$ cat config.mk
export PLATFORM = sky130hd
export DESIGN_NAME = byte_unit_flat
export DESIGN_NICKNAME = d
export VERILOG_FILES = /design/src/rtl/spu_pkg.sv /design/src/rtl/byte_unit_if.sv /design/src/rtl/byte_alu.sv /design/src/rtl/byte_unit.sv /design/src/flat_wrapper.sv
export SDC_FILE = /design/constraint.sdc
export NUM_CORES = 2
export LEC_CHECK = 0
export BUFFER_PORTS_ARGS = -buffer_cell sky130_fd_sc_hd__buf_2
export CAP_MARGIN = 25
export CORE_AREA = 3 3 370 372
export DETAILED_ROUTE_END_ITERATION = 16
export DIE_AREA = 0 0 373 375
export PLACE_DENSITY = 0.52
export SYNTH_ARGS = -nofsm -noshare
export SYNTH_HDL_FRONTEND = slang
export SYNTH_SLANG_ARGS = --single-unit
$ cat constraint.sdc
create_clock -name clk -period 0.8 [get_ports clk]
set_input_delay 0.12 -clock clk [delete_from_list [all_inputs] [get_ports clk]]
set_output_delay 0.12 -clock clk [all_outputs]
set_load 0.02 [all_outputs]
$ cat src/rtl/spu_pkg.sv
// Shared opcodes, formats and stage bookkeeping for the
// SPU even-pipe byte unit.
package spu_pkg;

  localparam int ADDR_W = 7;

  localparam logic [0:10] OP_CNTB  = 11'b01010110100;
  localparam logic [0:10] OP_AVGB  = 11'b00011010011;
  localparam logic [0:10] OP_ABSDB = 11'b00001010011;
  localparam logic [0:10] OP_SUMB  = 11'b01001010011;

  localparam logic [2:0] FMT_RR = 3'd0;

  typedef enum logic [1:0] {
    BOP_CNTB,
    BOP_AVGB,
    BOP_ABSDB,
    BOP_SUMB
  } byte_op_e;

  // Width-independent half of a stage record; the
  // rt field is added where VEC_W is known.
  typedef struct packed {
    logic [ADDR_W-1:0] addr;
    logic              valid;
  } stage_tag_t;

  function automatic logic [3:0] popcnt8(
    input logic [7:0] v
  );
    logic [3:0] c;
    c = '0;
    for (int i = 0; i < 8; i++) begin
      c = c + {3'b000, v[i]};
    end
    return c;
  endfunction

  function automatic logic [7:0] avg8(
    input logic [7:0] a,
    input logic [7:0] b
  );
    logic [8:0] s;
    s = {1'b0, a} + {1'b0, b} + 9'd1;
    return s[8:1];
  endfunction

  function automatic logic [7:0] absd8(
    input logic [7:0] a,
    input logic [7:0] b
  );
    return (b >= a) ? (b - a) : (a - b);
  endfunction

  function automatic logic [15:0] sum4(
    input logic [31:0] w
  );
    return {8'h00, w[31:24]} + {8'h00, w[23:16]}
         + {8'h00, w[15:8]}  + {8'h00, w[7:0]};
  endfunction

endpackage

$ cat src/rtl/byte_unit_if.sv
// Issue-side and writeback/forwarding bundle of the
// byte unit; master issues, slave executes.
interface byte_unit_if #(
  parameter int VEC_W   = 128,
  parameter int LATENCY = 4
);

  logic [0:10]      op;
  logic [2:0]       format;
  logic [6:0]       rt_addr;
  logic [0:VEC_W-1] ra;
  logic [0:VEC_W-1] rb;
  logic             reg_write;
  logic             flush;

  logic [0:VEC_W-1] rt_wb;
  logic [6:0]       rt_addr_wb;
  logic             reg_write_wb;

  logic [LATENCY-1:0][0:VEC_W-1] fwd_rt;
  logic [LATENCY-1:0][6:0]       fwd_addr;
  logic [LATENCY-1:0]            fwd_valid;

  modport master (
    output op,
    output format,
    output rt_addr,
    output ra,
    output rb,
    output reg_write,
    output flush,
    input  rt_wb,
    input  rt_addr_wb,
    input  reg_write_wb,
    input  fwd_rt,
    input  fwd_addr,
    input  fwd_valid
  );

  modport slave (
    input  op,
    input  format,
    input  rt_addr,
    input  ra,
    input  rb,
    input  reg_write,
    input  flush,
    output rt_wb,
    output rt_addr_wb,
    output reg_write_wb,
    output fwd_rt,
    output fwd_addr,
    output fwd_valid
  );

endinterface

$ cat src/rtl/byte_alu.sv
// Combinational RR byte-group datapath: cntb, avgb,
// absdb, sumb on big-endian VEC_W operands.
module byte_alu
  import spu_pkg::*;
#(
  parameter int VEC_W = 128
) (
  input  logic [0:10]      op_i,
  input  logic [0:VEC_W-1] ra_i,
  input  logic [0:VEC_W-1] rb_i,
  output logic [0:VEC_W-1] res_o,
  output logic             legal_o
);

  localparam int NB = VEC_W / 8;
  localparam int NW = VEC_W / 32;

  byte_op_e kind;

  always_comb begin
    kind    = BOP_CNTB;
    legal_o = 1'b1;
    unique case (1'b1)
      (op_i == OP_CNTB):  kind = BOP_CNTB;
      (op_i == OP_AVGB):  kind = BOP_AVGB;
      (op_i == OP_ABSDB): kind = BOP_ABSDB;
      (op_i == OP_SUMB):  kind = BOP_SUMB;
      default:            legal_o = 1'b0;
    endcase
  end

  always_comb begin
    res_o = '0;
    unique case (kind)
      BOP_CNTB: begin
        for (int i = 0; i < NB; i++) begin
          res_o[8*i +: 8] =
            {4'h0, popcnt8(ra_i[8*i +: 8])};
        end
      end
      BOP_AVGB: begin
        for (int i = 0; i < NB; i++) begin
          res_o[8*i +: 8] =
            avg8(ra_i[8*i +: 8], rb_i[8*i +: 8]);
        end
      end
      BOP_ABSDB: begin
        for (int i = 0; i < NB; i++) begin
          res_o[8*i +: 8] =
            absd8(ra_i[8*i +: 8], rb_i[8*i +: 8]);
        end
      end
      BOP_SUMB: begin
        // Even halfword carries rb, odd halfword ra.
        for (int w = 0; w < NW; w++) begin
          res_o[32*w +: 16] =
            sum4(rb_i[32*w +: 32]);
          res_o[32*w+16 +: 16] =
            sum4(ra_i[32*w +: 32]);
        end
      end
    endcase
  end

endmodule

$ cat src/rtl/byte_unit.sv
// Byte-op execution pipe: ALU feeding a LATENCY-deep
// staging pipe with flush and per-stage forward taps.
module byte_unit
  import spu_pkg::*;
#(
  parameter int VEC_W   = 128,
  parameter int LATENCY = 4
) (
  input  logic         clk,
  input  logic         reset,
  byte_unit_if.slave   bus
);

  typedef struct packed {
    logic [0:VEC_W-1] rt;
    stage_tag_t       tag;
  } stage_t;

  logic [0:VEC_W-1] alu_res;
  logic             alu_legal;

  stage_t                    issue_d;
  stage_t [LATENCY-1:0]      stage_d;
  stage_t [LATENCY-1:0]      stage_q;

  byte_alu #(
    .VEC_W (VEC_W)
  ) u_alu (
    .op_i    (bus.op),
    .ra_i    (bus.ra),
    .rb_i    (bus.rb),
    .res_o   (alu_res),
    .legal_o (alu_legal)
  );

  // Nops, foreign formats and unknown ops all
  // enter as an all-zero bubble.
  always_comb begin
    issue_d = '0;
    if (bus.format == FMT_RR && alu_legal) begin
      issue_d.rt        = alu_res;
      issue_d.tag.addr  = bus.rt_addr;
      issue_d.tag.valid = bus.reg_write;
    end
  end

  always_comb begin
    stage_d[0] = issue_d;
    for (int k = 1; k < LATENCY; k++) begin
      stage_d[k] = stage_q[k-1];
    end
    // Flush only kills the write; data keeps moving.
    if (bus.flush) begin
      for (int k = 0; k < LATENCY; k++) begin
        stage_d[k].tag.valid = 1'b0;
      end
    end
  end

  always_ff @(posedge clk or negedge reset) begin
    if (!reset) begin
      stage_q <= '0;
    end else begin
      stage_q <= stage_d;
    end
  end

  assign bus.rt_wb        = stage_q[LATENCY-1].rt;
  assign bus.rt_addr_wb   = stage_q[LATENCY-1].tag.addr;
  assign bus.reg_write_wb = stage_q[LATENCY-1].tag.valid;

  for (genvar k = 0; k < LATENCY; k++) begin : g_fwd
    assign bus.fwd_rt[k]    = stage_q[k].rt;
    assign bus.fwd_addr[k]  = stage_q[k].tag.addr;
    assign bus.fwd_valid[k] = stage_q[k].tag.valid;
  end

endmodule

$ cat src/flat_wrapper.sv
// flat-port wrapper written by rule: the top's interface ports become plain ports
module byte_unit_flat import spu_pkg::*;
#(
  parameter int VEC_W   = 128,
  parameter int LATENCY = 4
)
  (clk, reset, bus_op, bus_format, bus_rt_addr, bus_ra, bus_rb, bus_reg_write, bus_flush, bus_rt_wb, bus_rt_addr_wb, bus_reg_write_wb, bus_fwd_rt, bus_fwd_addr, bus_fwd_valid);
  byte_unit_if #(.VEC_W(VEC_W), .LATENCY(LATENCY)) bus_i ();
  input  logic clk;
  input  logic reset;
  input wire logic [$bits(bus_i.op)-1:0] bus_op;
  input wire logic [$bits(bus_i.format)-1:0] bus_format;
  input wire logic [$bits(bus_i.rt_addr)-1:0] bus_rt_addr;
  input wire logic [$bits(bus_i.ra)-1:0] bus_ra;
  input wire logic [$bits(bus_i.rb)-1:0] bus_rb;
  input wire logic [$bits(bus_i.reg_write)-1:0] bus_reg_write;
  input wire logic [$bits(bus_i.flush)-1:0] bus_flush;
  output wire logic [$bits(bus_i.rt_wb)-1:0] bus_rt_wb;
  output wire logic [$bits(bus_i.rt_addr_wb)-1:0] bus_rt_addr_wb;
  output wire logic [$bits(bus_i.reg_write_wb)-1:0] bus_reg_write_wb;
  output wire logic [$bits(bus_i.fwd_rt)-1:0] bus_fwd_rt;
  output wire logic [$bits(bus_i.fwd_addr)-1:0] bus_fwd_addr;
  output wire logic [$bits(bus_i.fwd_valid)-1:0] bus_fwd_valid;
  assign bus_i.op = bus_op;
  assign bus_i.format = bus_format;
  assign bus_i.rt_addr = bus_rt_addr;
  assign bus_i.ra = bus_ra;
  assign bus_i.rb = bus_rb;
  assign bus_i.reg_write = bus_reg_write;
  assign bus_i.flush = bus_flush;
  assign bus_rt_wb = bus_i.rt_wb;
  assign bus_rt_addr_wb = bus_i.rt_addr_wb;
  assign bus_reg_write_wb = bus_i.reg_write_wb;
  assign bus_fwd_rt = bus_i.fwd_rt;
  assign bus_fwd_addr = bus_i.fwd_addr;
  assign bus_fwd_valid = bus_i.fwd_valid;
  byte_unit #(.VEC_W(VEC_W), .LATENCY(LATENCY)) u_core (.clk(clk), .reset(reset), .bus(bus_i));
endmodule
### After elaboration in Yosys (flattened, before gate mapping)

Index checks and enable logic that the tools add are counted.

| cells by class | value |
|---|---|
| mux-type cells | 24 |
| add/sub/neg operators | 200 |
| equal/unequal tests | 7 |
| reductions and logical operators | 4 |
| order comparisons | 16 |

Operators by type and width:

| kind | number |
|---|---|
| 128-bit case mux with 4 select lines | 1 |
| 4-bit by 1-bit adder with 4-bit output | 64 |
| 8-bit subtractor | 32 |
| 8-bit by 8-bit adder with 9-bit output | 24 |
| 9-bit by 1-bit adder with 9-bit output, second input constant | 16 |
| 136-bit two-way mux | 1 |
| 8-bit greater-or-equal comparator | 16 |
| 8-bit two-way mux | 16 |
| 10-bit by 8-bit adder with 11-bit output | 8 |
| 9-bit by 8-bit adder with 10-bit output | 8 |
| 3-bit by 1-bit adder with 4-bit output | 16 |
| 2-bit by 1-bit adder with 3-bit output | 16 |
| 1-bit by 1-bit adder with 2-bit output | 16 |
| 11-bit by 10-bit == test with 1-bit output, second input constant | 2 |
| 11-bit by 7-bit == test with 1-bit output, second input constant | 1 |
| 11-bit by 8-bit == test with 1-bit output, second input constant | 1 |
| 2-bit case mux with 3 select lines | 1 |
| 1-bit two-way mux | 5 |
| 2-bit == test, second input constant | 2 |
| 4-bit OR reduction | 1 |
| 3-bit zero test | 1 |
| 2-bit by 1-bit == test with 1-bit output, second input constant | 1 |
| 2-bit zero test | 1 |
| 1-bit logical AND | 1 |

| storage, ports and cells | value |
|---|---|
| flip-flop bits (word level) | 544 |
| bits of input ports | 281 |
| logic and storage cells | 263 |
| output and inout bits | 680 |

### Depth between registers and ports, before layout

| depth | value |
|---|---|
| depth in word-level cells | 10 |
| depth in mapped cells | 16 |
| depth with buffers taken out | 16 |

### Hierarchy

Synthesis repeated with hierarchy kept, for this count alone.

| second synthesis, totals | value |
|---|---|
| cell total of the unflattened synthesis | 4,407 |
| area total of the unflattened synthesis | 43,754.5 um^2 |

By module, submodules not included:

| module | times used | cells each | area an instance (um^2) | sequential area each (um^2) |
|---|---|---|---|---|
| byte_alu | 1 | 3,167 | 25,037.8 | 0.0 |
| byte_unit | 1 | 1,240 | 18,716.7 | 13,613.1 |

### Worst setup path before layout

Ideal clock, no wire load.

| path | value |
|---|---|
| kind | input to register |
| start point | input bus_rb[66] |
| end point | register u_core.stage_q (netlist bit u_core.bus.fwd_rt[88]) |
| path buffers | 0 |
| data required time | 712 ps |
| setup slack | -2,136 ps |
| arrival time | 2,847 ps |
| setup time | 88 ps |
| stages on the path | 14 |
| path through | inv_1 > fa_1 > fa_1 > inv_1 > ha_1 > a21o_1 > a21oi_1 > nor2b_1 > o21a_1 > o22a_1 > a21oi_1 > xnor2_1 > nand2_1 > a41oi_1 |

RTL lines:

| item | line | text |
|---|---|---|
| start: declaration | flat_wrapper.sv:15 | `input wire logic [$bits(bus_i.rb)-1:0] bus_rb;` |
| end signal: assignment | byte_unit.sv:64 | `stage_q <= stage_d;` |
| end: declaration | byte_unit.sv:24 | `stage_t [LATENCY-1:0] stage_q;` |

==> flow_results.xml <==
<?xml version="1.0" encoding="UTF-8"?>
<metrics>
  <group name="outcome">
    <metric name="run_status" unit="">complete, but fails checks</metric>
    <metric name="failed_checks" unit="">hold timing, setup timing</metric>
  </group>
  <group name="clock_network">
    <metric name="cts_num_sinks" unit="">544</metric>
    <metric name="cts_tree" unit="">built</metric>
    <metric name="cts_made_buffers" unit="">66</metric>
    <metric name="cts_htree_levels" unit="">3</metric>
    <metric name="clkLatencyLatePin" unit="ns">0.67</metric>
    <metric name="cts_buffer_depth" unit="">3</metric>
    <metric name="root_buffer" unit="">sky130_fd_sc_hd__clkbuf_16</metric>
    <metric name="clk_pin_slew" unit="ns">0.06</metric>
  </group>
  <group name="synthesis">
    <metric name="post_synth_main_area_contributors" unit="">sky130_fd_sc_hd__dfrtp_1 (32%), sky130_fd_sc_hd__ha_1 (14%), sky130_fd_sc_hd__fa_1 (11%), sky130_fd_sc_hd__buf_4 (9.6%), sky130_fd_sc_hd__inv_1 (5.0%)</metric>
    <metric name="synth_sequential_area_ratio" unit="%">32.2</metric>
    <metric name="synth.net_count" unit="">5147</metric>
    <metric name="flop_and_latch_count_out_of_synthesis" unit="">544</metric>
    <metric name="yosysUniqueCellTypes" unit="">77</metric>
    <metric name="post-synth-top-area-cell" unit="">sky130_fd_sc_hd__dfrtp_1</metric>
    <metric name="synth_enable_flop_cells" unit="">0</metric>
    <metric name="synthArstFlopShare" unit="%">100</metric>
    <metric name="synth-main-ff-cell" unit="">sky130_fd_sc_hd__dfrtp_1</metric>
    <metric name="synth.avg_cell_area" unit="um^2">10.2</metric>
    <metric name="ys.warnings.count" unit="">0</metric>
    <metric name="synth_top_area_share" unit="%">32.2</metric>
    <metric name="netlist_area" unit="mm^2">0.0423</metric>
    <metric name="postSynthCellCount" unit="">4138</metric>
  </group>
  <group name="global_routing">
    <metric name="first_pass_grt_wire_length" unit="um">252000</metric>
    <metric name="via_count_of_the_first_global_routing_pass" unit="">37900</metric>
    <metric name="grt_total_usage" unit="%">24.5</metric>
    <metric name="grt_antenna_before_repair" unit="">40</metric>
    <metric name="gr-total-overflow" unit="">0</metric>
    <metric name="largest_net_degree_at_the_start_of_global_routing" unit="">40</metric>
  </group>
  <group name="finish">
    <metric name="post-route-util" unit="%">48.9</metric>
    <metric name="final_net_count" unit="">6973</metric>
    <metric name="layout-drive-gt1-share" unit="%">53.2</metric>
    <metric name="post-route-cell-area" unit="mm^2">0.0654</metric>
    <metric name="fillers" unit="">12300</metric>
    <metric name="area_overhead_vs_synth" unit="%">54.7</metric>
  </group>
  <group name="setup_path">
    <metric name="worst-r2r-cell-count" unit="">2</metric>
    <metric name="end_kind" unit="">flop</metric>
    <metric name="worst-path-max-fanout" unit="">3</metric>
    <metric name="critPathTopFamily" unit="">adder cells</metric>
    <metric name="r2r_setup_slack" unit="ns">-0.04</metric>
    <metric name="max_stage_delay" unit="ns">0.55</metric>
    <metric name="critical_path.slowest_cell" unit="">sky130_fd_sc_hd__fa_2</metric>
    <metric name="regToRegStartpoint" unit="">u_core.bus.fwd_rt[122]</metric>
    <metric name="data_required_time_of_the_worst_path" unit="ns">1.33</metric>
    <metric name="critPathLaunchType" unit="">primary input</metric>
    <metric name="path_cells" unit="">buf_12 -&gt; buf_6 -&gt; fa_1 -&gt; inv_1 -&gt; fa_1 -&gt; fa_2 -&gt; inv_2 -&gt; ha_4 -&gt; fa_2 -&gt; a222oi_1 -&gt; a21oi_1</metric>
    <metric name="timing_worst_setup_path_type" unit="">in -&gt; reg</metric>
    <metric name="worst-endpoint-arrival" unit="ns">2.96</metric>
    <metric name="crit-reg2reg-capture" unit="">u_core.bus.fwd_rt[250]</metric>
    <metric name="critical_path.n_buffers_inverters" unit="">4</metric>
  </group>
  <group name="timing">
    <metric name="slew_at_the_pin_closest_to_its_max_slew_limit" unit="ns">0.636</metric>
    <metric name="final-hold-violation-count" unit="">1</metric>
    <metric name="setup_repair_after_global_routing_missed_its_margin" unit="">true</metric>
    <metric name="slew_viol_final" unit="">0</metric>
    <metric name="hold_ws" unit="ns">-0.0575</metric>
    <metric name="achievable-frequency" unit="MHz">412</metric>
    <metric name="finalSetupTns" unit="ns">-516.54</metric>
    <metric name="period_share" unit="%">303</metric>
    <metric name="setup_violations" unit="">821</metric>
    <metric name="finClkSkew" unit="ns">0.0213</metric>
    <metric name="min_period" unit="ns">2.42</metric>
    <metric name="timing.final.ws_setup" unit="ns">-1.62</metric>
    <metric name="max_slew_margin" unit="%">57.5</metric>
  </group>
  <group name="drt">
    <metric name="drcViolationCount" unit="">0</metric>
    <metric name="drt_first_iter_violations" unit="">1759</metric>
    <metric name="via_count" unit="">35900</metric>
    <metric name="detail-route-antenna-nets" unit="">0</metric>
    <metric name="wl_per_cell" unit="um">22.7</metric>
    <metric name="detail_route.wirelength" unit="um">177000</metric>
    <metric name="dr.pass1.iters" unit="">7</metric>
    <metric name="vias_per_cell" unit="">4.60</metric>
  </group>
  <group name="die">
    <metric name="floorplan.io_pins" unit="">961</metric>
    <metric name="dieArea" unit="mm^2">0.140</metric>
    <metric name="initial_utilization" unit="%">31.6</metric>
    <metric name="fp.dieW" unit="um">373</metric>
    <metric name="rows" unit="">134</metric>
    <metric name="coreArea" unit="mm^2">0.134</metric>
    <metric name="chipHeight" unit="um">375</metric>
  </group>
  <group name="power_and_ir_drop">
    <metric name="p_leak" unit="uW">0.0340</metric>
    <metric name="cellPowerDensity" unit="mW/mm^2">1520</metric>
    <metric name="vdd_ir_drop_max" unit="mV">1.55</metric>
    <metric name="report.power.total" unit="uW">99600</metric>
  </group>
  <group name="flow_run">
    <metric name="cap_violations" unit="">0</metric>
  </group>
  <group name="min_path">
    <metric name="holdPathEnd" unit="">u_core.bus.fwd_rt[63]</metric>
    <metric name="min-delay-path-class" unit="">in -&gt; reg</metric>
    <metric name="timing.hold.worst.start" unit="">bus_ra[63]</metric>
    <metric name="hold_depth" unit="">5</metric>
  </group>
  <group name="place">
    <metric name="placed_instance_area" unit="mm^2">0.0555</metric>
    <metric name="dp.final_hpwl" unit="um">147000</metric>
    <metric name="placement.io_buffers" unit="">960</metric>
    <metric name="gp_routability_congestion" unit="">0.939</metric>
  </group>
</metrics>
## state kept, by name, summed over array words and instances (netlist names)
name,count
u_core.bus.rt_addr_wb,7
u_core.bus.fwd_addr,21
u_core.bus.fwd_valid,3
u_core.bus.rt_wb,128
u_core.bus.reg_write_wb,1
u_core.bus.fwd_rt,384
## layout make-up
class / instances / area, um^2 / area share [%]
Clock inverter: 38 / 350 / 0.536
Inverter: 566 / 2390 / 3.65
Clock buffer: 80 / 1760 / 2.70
Multi-Input combinational cell: 2377 / 24700 / 37.8
Timing Repair Buffer: 2409 / 20200 / 31.0
Antenna cell: 13 / 32.5 / 0.0498
Sequential cell: 544 / 13700 / 20.9
Tap cell: 1768 / 2210 / 3.38
## synth_stat cells, drive strengths merged (10+ instances only)
library cell and instances:
nor2 164, nand2b 12, o21ai 124, a221o 15
dfrtp 544, a222oi 15, o21bai 95, or2 10
a221oi 18, a211oi 15, a22oi 25, nor2b 42
nand2 76, nand3 21, and2 10, mux2 35
ha 488, nor3 25, a31oi 15, o221ai 15
inv 566, mux2i 74, clkbuf 73, o211ai 15
fa 240, a21o 89, xor2 51, buf 579
a21oi 329, o21a 19, o22ai 51, xnor2 196
## power by group
part | leakage [uW] | total [uW] | internal, uW | switching, uW
Clock | 0.00104 | 29800 | 16700 | 13200
Sequential | 0.00753 | 27500 | 27500 | 3.83
Combinational | 0.0254 | 42300 | 22300 | 20000
Total | 0.0340 | 99600 | 66500 | 33200
## kinds of logic (layout without fill, tap and decap cells)
family | Yosys count | count (layout) | synth area share (%)
muxes | 109 | 109 | 2.68
DFF | 544 | 544 | 32.2
buffers and inverters | 1218 | 3093 | 15.8
xor gates and xnor gates | 247 | 247 | 5.12
and+or+nand+nor | 401 | 401 | 4.57
adders and majority gates | 728 | 728 | 25.8
other | 0 | 13 | 0
AOI/OAI and AO/OA | 891 | 892 | 13.8
## placed cells by master (no fill, tap or decap), types with 26 or more instances in the layout
cell type	instances
sky130_fd_sc_hd__xnor2_2	42
sky130_fd_sc_hd__fa_2	60
sky130_fd_sc_hd__buf_2	443
sky130_fd_sc_hd__a21oi_2	78
sky130_fd_sc_hd__a21o_1	89
sky130_fd_sc_hd__dlygate4sd3_1	26
sky130_fd_sc_hd__buf_6	555
sky130_fd_sc_hd__mux2i_1	53
sky130_fd_sc_hd__nor2_1	133
sky130_fd_sc_hd__xnor2_1	147
sky130_fd_sc_hd__o21ai_1	35
sky130_fd_sc_hd__o21bai_1	89
sky130_fd_sc_hd__xor2_1	49
sky130_fd_sc_hd__dfrtp_2	47
sky130_fd_sc_hd__inv_2	94
sky130_fd_sc_hd__dfrtp_1	497
sky130_fd_sc_hd__buf_12	61
sky130_fd_sc_hd__o21ai_0	64
sky130_fd_sc_hd__ha_4	52
sky130_fd_sc_hd__buf_8	44
sky130_fd_sc_hd__o22ai_1	39
sky130_fd_sc_hd__ha_1	429
sky130_fd_sc_hd__nand2_1	65
sky130_fd_sc_hd__fa_1	180
sky130_fd_sc_hd__nor2b_1	40
sky130_fd_sc_hd__buf_4	1278
sky130_fd_sc_hd__clkbuf_16	66
sky130_fd_sc_hd__a21oi_1	239
sky130_fd_sc_hd__inv_1	414
## per-layer routing
| layer | routed length [um] | global-route usage (%) | vias to the layer above |
|---|---|---|---|
| li1 | - | - | 16800 |
| met1 | 75500 | 31.3 | 17800 |
| met2 | 85400 | 41.9 | 1076 |
| met3 | 10600 | 4.95 | 209 |
| met4 | 5150 | 7.21 | 16 |
| met5 | 102 | 0 | - |
## how the worst max path moves through the flow
stage,cells after the start,to,slack (ns),start
after CTS,18,u_core.bus.fwd_rt[87],-1.52,bus_rb[73]
after global routing,18,u_core.bus.fwd_rt[87],-1.73,bus_rb[73]
final,11,u_core.bus.fwd_rt[49],-1.62,bus_ra[49]
after global placement,11,u_core.bus.fwd_rt[9],-2.37,bus_ra[9]
after floorplan,14,u_core.bus.fwd_rt[88],-2.00,bus_rb[81]
after detailed placement,15,u_core.bus.fwd_rt[120],-2.33,bus_rb[106]
## tightest hold or removal path: cells and delay by family
| kind | cells | cell delay, ns |
|---|---|---|
| AO/OA/AOI/OAI | 2 | 0.12 |
| adder cells (fa/ha/maj) | 1 | 0.13 |
| buffers and inverters | 2 | 0.19 |
## metrics by stage
| stage | std cells | setup WS [ns] |
|---|---|---|
| after global placement | 7453 | -2.37 |
| final | 7795 | -1.62 |
| after CTS | 7735 | -1.52 |
| after detailed placement | 7453 | -2.33 |
| after global routing | 7785 | -1.73 |
| after floorplan | 4138 | -2.00 |
## what timing repair did
item / CTS / global route
cloned: 2 / 1
endpoints found under the setup margin: 816 / 821
gates resized for setup: 1215 / 514
buffers inserted: 162 / 69
pin swaps: 370 / 284
hold endpoints to repair: 572 / 2
hold buffers: 26 / 1
(Power assumes the default switching activity.)
